<file path="src/rtl/display_defs.sv">
// Shared constants for the count display path: segment patterns,
// conversion FSM encoding and one-hot digit enables.
package display_defs;

  typedef enum logic [1:0] {
    ST_IDLE  = 2'd0,
    ST_SHIFT = 2'd1,
    ST_DONE  = 2'd2
  } state_e;

  // Segment patterns, bit order {g,f,e,d,c,b,a}, active-high
  localparam logic [6:0] SEG_0     = 7'h3F;
  localparam logic [6:0] SEG_1     = 7'h06;
  localparam logic [6:0] SEG_2     = 7'h5B;
  localparam logic [6:0] SEG_3     = 7'h4F;
  localparam logic [6:0] SEG_4     = 7'h66;
  localparam logic [6:0] SEG_5     = 7'h6D;
  localparam logic [6:0] SEG_6     = 7'h7D;
  localparam logic [6:0] SEG_7     = 7'h07;
  localparam logic [6:0] SEG_8     = 7'h7F;
  localparam logic [6:0] SEG_9     = 7'h6F;
  localparam logic [6:0] SEG_BLANK = 7'h00;

  // Digit enables, active-high one-hot
  localparam logic [2:0] DIGIT_ONES     = 3'b001;
  localparam logic [2:0] DIGIT_TENS     = 3'b010;
  localparam logic [2:0] DIGIT_HUNDREDS = 3'b100;

  // BCD nibble to segment pattern; non-decimal nibbles go dark
  function automatic logic [6:0] seg_decode(input logic [3:0] nib);
    logic [6:0] s;
    case (nib)
      4'd0:    s = SEG_0;
      4'd1:    s = SEG_1;
      4'd2:    s = SEG_2;
      4'd3:    s = SEG_3;
      4'd4:    s = SEG_4;
      4'd5:    s = SEG_5;
      4'd6:    s = SEG_6;
      4'd7:    s = SEG_7;
      4'd8:    s = SEG_8;
      4'd9:    s = SEG_9;
      default: s = SEG_BLANK;
    endcase
    return s;
  endfunction

endpackage

</file>
<file path="src/rtl/bin2bcd_seq.sv">
// Sequential double-dabble converter: 8-bit binary to 3 BCD digits.
// A new conversion starts only from IDLE when the input differs from the
// last value converted; input changes mid-conversion are picked up later.
module bin2bcd_seq
  import display_defs::*;
(
  input  logic        clk,
  input  logic        rst_n,
  input  logic [7:0]  count_in,
  output logic [11:0] bcd_out,
  output logic        bcd_valid,
  output logic        busy
);

  state_e      state_q, state_d;
  logic [19:0] shift_q, shift_d;
  logic [7:0]  last_q, last_d;
  logic [2:0]  iter_q, iter_d;
  logic [11:0] bcd_q, bcd_d;
  logic        valid_q, valid_d;
  logic [19:0] adjusted;

  // Add-3 correction on each BCD nibble before it is shifted
  always_comb begin
    adjusted = shift_q;
    for (int i = 0; i < 3; i++) begin
      if (shift_q[8+4*i +: 4] >= 4'd5)
        adjusted[8+4*i +: 4] = shift_q[8+4*i +: 4] + 4'd3;
    end
  end

  // Next-state and datapath control
  always_comb begin
    state_d = state_q;
    shift_d = shift_q;
    last_d  = last_q;
    iter_d  = iter_q;
    bcd_d   = bcd_q;
    valid_d = 1'b0;
    case (state_q)
      ST_IDLE: begin
        if (count_in != last_q) begin
          shift_d = {12'h000, count_in};
          last_d  = count_in;
          iter_d  = 3'd0;
          state_d = ST_SHIFT;
        end
      end
      ST_SHIFT: begin
        shift_d = {adjusted[18:0], 1'b0};
        iter_d  = iter_q + 3'd1;
        if (iter_q == 3'd7)
          state_d = ST_DONE;
      end
      ST_DONE: begin
        bcd_d   = shift_q[19:8];
        valid_d = 1'b1;
        state_d = ST_IDLE;
      end
      default: state_d = ST_IDLE;
    endcase
  end

  // State registers; reset aborts any conversion immediately
  always_ff @(posedge clk or negedge rst_n) begin
    if (!rst_n) begin
      state_q <= ST_IDLE;
      shift_q <= '0;
      last_q  <= '0;
      iter_q  <= '0;
      bcd_q   <= '0;
      valid_q <= 1'b0;
    end else begin
      state_q <= state_d;
      shift_q <= shift_d;
      last_q  <= last_d;
      iter_q  <= iter_d;
      bcd_q   <= bcd_d;
      valid_q <= valid_d;
    end
  end

  assign bcd_out   = bcd_q;
  assign bcd_valid = valid_q;
  assign busy      = (state_q != ST_IDLE);

endmodule

</file>
<file path="src/rtl/count_display_driver.sv">
// Converts the counter value to BCD and scans it onto a 3-digit
// multiplexed 7-segment display, with optional leading-zero blanking.
module count_display_driver
  import display_defs::*;
#(
  parameter int unsigned REFRESH_DIV   = 1000,
  parameter bit          BLANK_LEADING = 1'b1
) (
  input  logic        clk,
  input  logic        reset,
  input  logic [7:0]  count_in,
  output logic [11:0] bcd_out,
  output logic        bcd_valid,
  output logic        busy,
  output logic [2:0]  an,
  output logic [6:0]  seg
);

  localparam logic [15:0] REFRESH_LAST = 16'(REFRESH_DIV - 1);

  logic [15:0] refresh_q, refresh_d;
  logic [1:0]  digit_q, digit_d;
  logic [3:0]  nib;
  logic        blank;

  bin2bcd_seq u_bin2bcd (
    .clk       (clk),
    .rst_n     (reset),
    .count_in  (count_in),
    .bcd_out   (bcd_out),
    .bcd_valid (bcd_valid),
    .busy      (busy)
  );

  // Refresh divider: digit index advances on the terminal count
  always_comb begin
    refresh_d = refresh_q + 16'd1;
    digit_d   = digit_q;
    if (refresh_q == REFRESH_LAST) begin
      refresh_d = 16'd0;
      digit_d   = (digit_q == 2'd2) ? 2'd0 : digit_q + 2'd1;
    end
  end

  // Refresh counter and digit index registers
  always_ff @(posedge clk or negedge reset) begin
    if (!reset) begin
      refresh_q <= '0;
      digit_q   <= '0;
    end else begin
      refresh_q <= refresh_d;
      digit_q   <= digit_d;
    end
  end

  // Digit mux and blanking; follows bcd_out with no extra register stage
  always_comb begin
    an    = DIGIT_ONES;
    nib   = bcd_out[3:0];
    blank = 1'b0;
    case (digit_q)
      2'd1: begin
        an    = DIGIT_TENS;
        nib   = bcd_out[7:4];
        blank = BLANK_LEADING && (bcd_out[11:8] == 4'd0) && (bcd_out[7:4] == 4'd0);
      end
      2'd2: begin
        an    = DIGIT_HUNDREDS;
        nib   = bcd_out[11:8];
        blank = BLANK_LEADING && (bcd_out[11:8] == 4'd0);
      end
      default: ;
    endcase
    seg = blank ? SEG_BLANK : seg_decode(nib);
  end

endmodule
</file>
<file path="config.mk">
export PLATFORM = sky130hd
export DESIGN_NAME = count_display_driver
export DESIGN_NICKNAME = d
export VERILOG_FILES = /design/src/rtl/display_defs.sv /design/src/rtl/bin2bcd_seq.sv /design/src/rtl/count_display_driver.sv
export SDC_FILE = /design/constraint.sdc
export NUM_CORES = 1
export LEC_CHECK = 0
export BUFFER_PORTS_ARGS = -buffer_cell sky130_fd_sc_hd__buf_2
export CAP_MARGIN = 10
export CORE_UTILIZATION = 60
export CTS_BUF_LIST = sky130_fd_sc_hd__clkbuf_2
export CTS_CLUSTER_SIZE = 16
export DETAILED_ROUTE_END_ITERATION = 7
export PLACE_DENSITY = 0.81
export SETUP_SLACK_MARGIN = 0.02
export SLEW_MARGIN = 10
export SYNTH_ARGS = -nofsm -noshare
export SYNTH_HDL_FRONTEND = slang
export SYNTH_HIERARCHICAL = 1
export SYNTH_SLANG_ARGS = --single-unit
</file>
<file path="constraint.sdc">
create_clock -name clk -period 4.8 [get_ports clk]
set_input_delay 0 -clock clk [delete_from_list [all_inputs] [get_ports clk]]
set_output_delay 0 -clock clk [all_outputs]
set_load 0.02 [all_outputs]
</file>
==> results_dict.tcl <==
set metrics [dict create \
    grt_max_degree 65 \
    post-cts-setup-buffer-count 0 \
    crit_start "digit_q[0]" \
    postPlaceCellArea_um2 3600 \
    num_rows 27 \
    yosysUniqueCellTypes 50 \
    mappedNetlistArea_um2 3400 \
    yosysSeqAreaShare_pct 47.1 \
    internal_power_w 0.00133 \
    setup.worst_path.class "reg -> out" \
    maxCapViolations 0 \
    dieArea_um2 5970 \
    grt_pass1_vias 2407 \
    clk_latency_ns 0.50 \
    avgSynthCellArea_um2 11.0 \
    rr_startpoint "u_bin2bcd/last_q[2]" \
    route.detailed.drc 0 \
    seq_power_share_pct 38.5 \
    worst_pin_slew_ns 0.992 \
    crit_arrival_ns 3.17 \
    fmax_ghz 0.316 \
    sw_frac_of_total_pct 40.2 \
    drt_iter0_drc 159 \
    synth_cells 309 \
    initial_core_util_pct 62.1 \
    synth_seq_cells 64 \
    yosysWarnings 6 \
    hold_viol 0 \
    numCtsBuffers 9 \
    cts_sinks 64 \
    power.density_nw_per_um2 580 \
    viasPerCell 5.65 \
    ios 34 \
    routedWlPerCell_um 14.3 \
    status "completed" \
    final_antenna_net_count 0 \
    die_h_um 77.3 \
    worst_setup_path_end_kind "output pin" \
    vias 2425 \
    final_common_cell "dfrtp_1" \
    clockPowerShare_pct 16.2 \
    tns_ns 0 \
    synth_top_area_cell "dfrtp_1" \
    min_path_type "in -> async" \
    layout_common_cells "dfrtp_1, buf_2, nand2_1" \
    async_reset_ff_share_pct 100 \
    wl_mm 6.14 \
    dp.cells 405 \
    grt_pass1_wl_mm 10.6 \
    yosys.area.top_type_share_pct 47.1 \
    cts-root-buf "clkbuf_2" \
    grt_remaining_overflow 0 \
    gp_congestion 0.818 \
    post-route-min-period_ns 3.17 \
    htree_levels 3 \
    crit_fanout 10 \
    cp.required_ns 4.80 \
    hpwl_mm 4.22 \
    maxSlewHeadroom_pct 33.7 \
    p_leak_nw 1.74 \
    fin_crit_sh_pct 65.9 \
    die_w_um 77.3 \
    cts_tree "yes" \
    drt-pass1-iter-count 4 \
    final_util_pct 69.9 \
    final_area_um2 3820 \
    clk_pin_slew_worst_paths_ns 0.19 \
    start_kind "flip-flop" \
    antenna_found_initial 0 \
    io_buffers 33 \
    nNetsFinal 382 \
    grtUsageTotal_pct 22.9 \
    ys.flop_type "dfrtp_1" \
    rsz0062_at_grt "no" \
    p_switching_w 0.000892 \
    skew_ns 0.0289 \
    synthTopCellsByArea "dfrtp_1, ha_1, mux2_2, xnor2_1, nand2_1" \
    drive_gt1_share_pct 22.7 \
    fin_cells 429 \
    finalSetupViolCount 0 \
    p_comb_share_pct 45.3 \
    synth_edf_count 0 \
    synthToLayoutAreaGrowth_pct 12.6 \
    n_antenna_cell 0 \
    cts_buffer_depth 2 \
    slew_viol_final 0 \
    coreArea_um2 5470 \
    synth_nets 338 \
    ir_drop_mv 0.390 \
]
synthesized netlist by cell type (2+ instances only):
cell       n
a21oi_2    2
xnor2_1   17
o21ai_0   18
nand2b_1   6
a21oi_1    6
and3_1     5
buf_6      2
and2_1     9
nor4b_1    4
a22o_1     4
ha_1      19
nor4_1     2
mux2i_4    2
inv_1     14
a31oi_1    3
o22ai_1    7
dfrtp_1   64
nor2_1    11
and4_1     2
nor2b_1    2
a311oi_1   2
nand4_1    4
buf_2      3
nand2_1   32
clkbuf_1   5
o211ai_1   2
mux2_2    19
a221o_1    7
nand3_1    6
xor2_1     9
nor3_1     2
registers in the layout, indices dropped and copies added, names as in the netlist:
signal and flops:
u_bin2bcd/shift_q 20, u_bin2bcd/iter_q 3, refresh_q 16, u_bin2bcd/state_q 2, u_bin2bcd/bcd_out 12, u_bin2bcd/bcd_valid 1, digit_q 2, u_bin2bcd/last_q 8
power by group through the flow:
stage          clock, W  sequential (W)  combinational [W]
3_5_place_dp          0        0.000864           0.000999
6_report       0.000359        0.000855            0.00100
5_1_grt        0.000391        0.000880            0.00110
4_1_cts        0.000364        0.000854            0.00101
3_3_place_gp          0        0.000859           0.000957
2_1_floorplan         0        0.000883           0.000729
worst max-delay path: stages (launching register included):
cell	delay, ns
dfrtp_1	0.42
inv_1	0.10
ha_1	0.63
mux2i_4	0.42
inv_1	0.12
ha_1	0.33
mux2_4	0.28
a211oi_2	0.20
buf_2	0.19
path summary, 6_finish.rpt:
kind | endpoint | slack [ns] | depth (start not counted)
worst max-delay path | seg[3] | 1.63 | 8
worst min-delay path | refresh_q[12] | 0.17 | 3
worst max register to register | u_bin2bcd/shift_q[3] | 2.93 | 4
worst min register to register | refresh_q[0] | 0.48 | 1
max in group asynchronous | u_bin2bcd/shift_q[16] | 4.11 | 3
min in group clk | u_bin2bcd/shift_q[2] | 0.31 | 3
cells by family (layout without fill, tap and decap cells):
group | after synthesis | after routing | share of synthesized area, %
AO/OA/AOI/OAI | 62 | 62 | 13.4
XOR/XNOR | 26 | 26 | 6.70
adder cells (fa/ha/maj) | 19 | 19 | 7.00
buffers and inverters | 24 | 72 | 3.20
flip-flops | 64 | 64 | 47.1
multiplexers | 24 | 24 | 8.69
AND/OR/NAND/NOR | 90 | 90 | 13.8
metal layers:
metal  part of all wire [%]  global-route usage (%)  vias up
li1                       -                       -     1187
met1                     47                    28.9     1175
met2                     48                    37.3       50
met3                    3.1                    5.00       13
met4                    1.8                    10.8        0
met5                      0                       0        -
final cells by class:
type,count,area (um^2)
clock buffers,9,45.0
clock inverters,6,85.1
fillers,431,1650
inverters,14,52.6
multi-input cells,221,1690
flip-flops and latches,64,1600
well taps,72,90.1
repair buffers,43,263
metrics by stage:
stage	hold WS, ns	power (W)	worst slack [ns]
after global routing	0.210	0.00237	1.43
final	0.167	0.00222	1.63
after detailed placement	0.217	0.00186	2.16
after floorplan	-0.296	0.00161	2.43
after global placement	0.210	0.00182	2.29
after CTS	0.179	0.00222	1.60
what timing repair did:
item / in CTS / in global routing
gates resized for setup: 0 / 0
endpoints found under the setup margin: 0 / 0
hold endpoints to repair: 80 / 0
hold buffers: 9 / 0
Power figures use the tool's default switching activity.
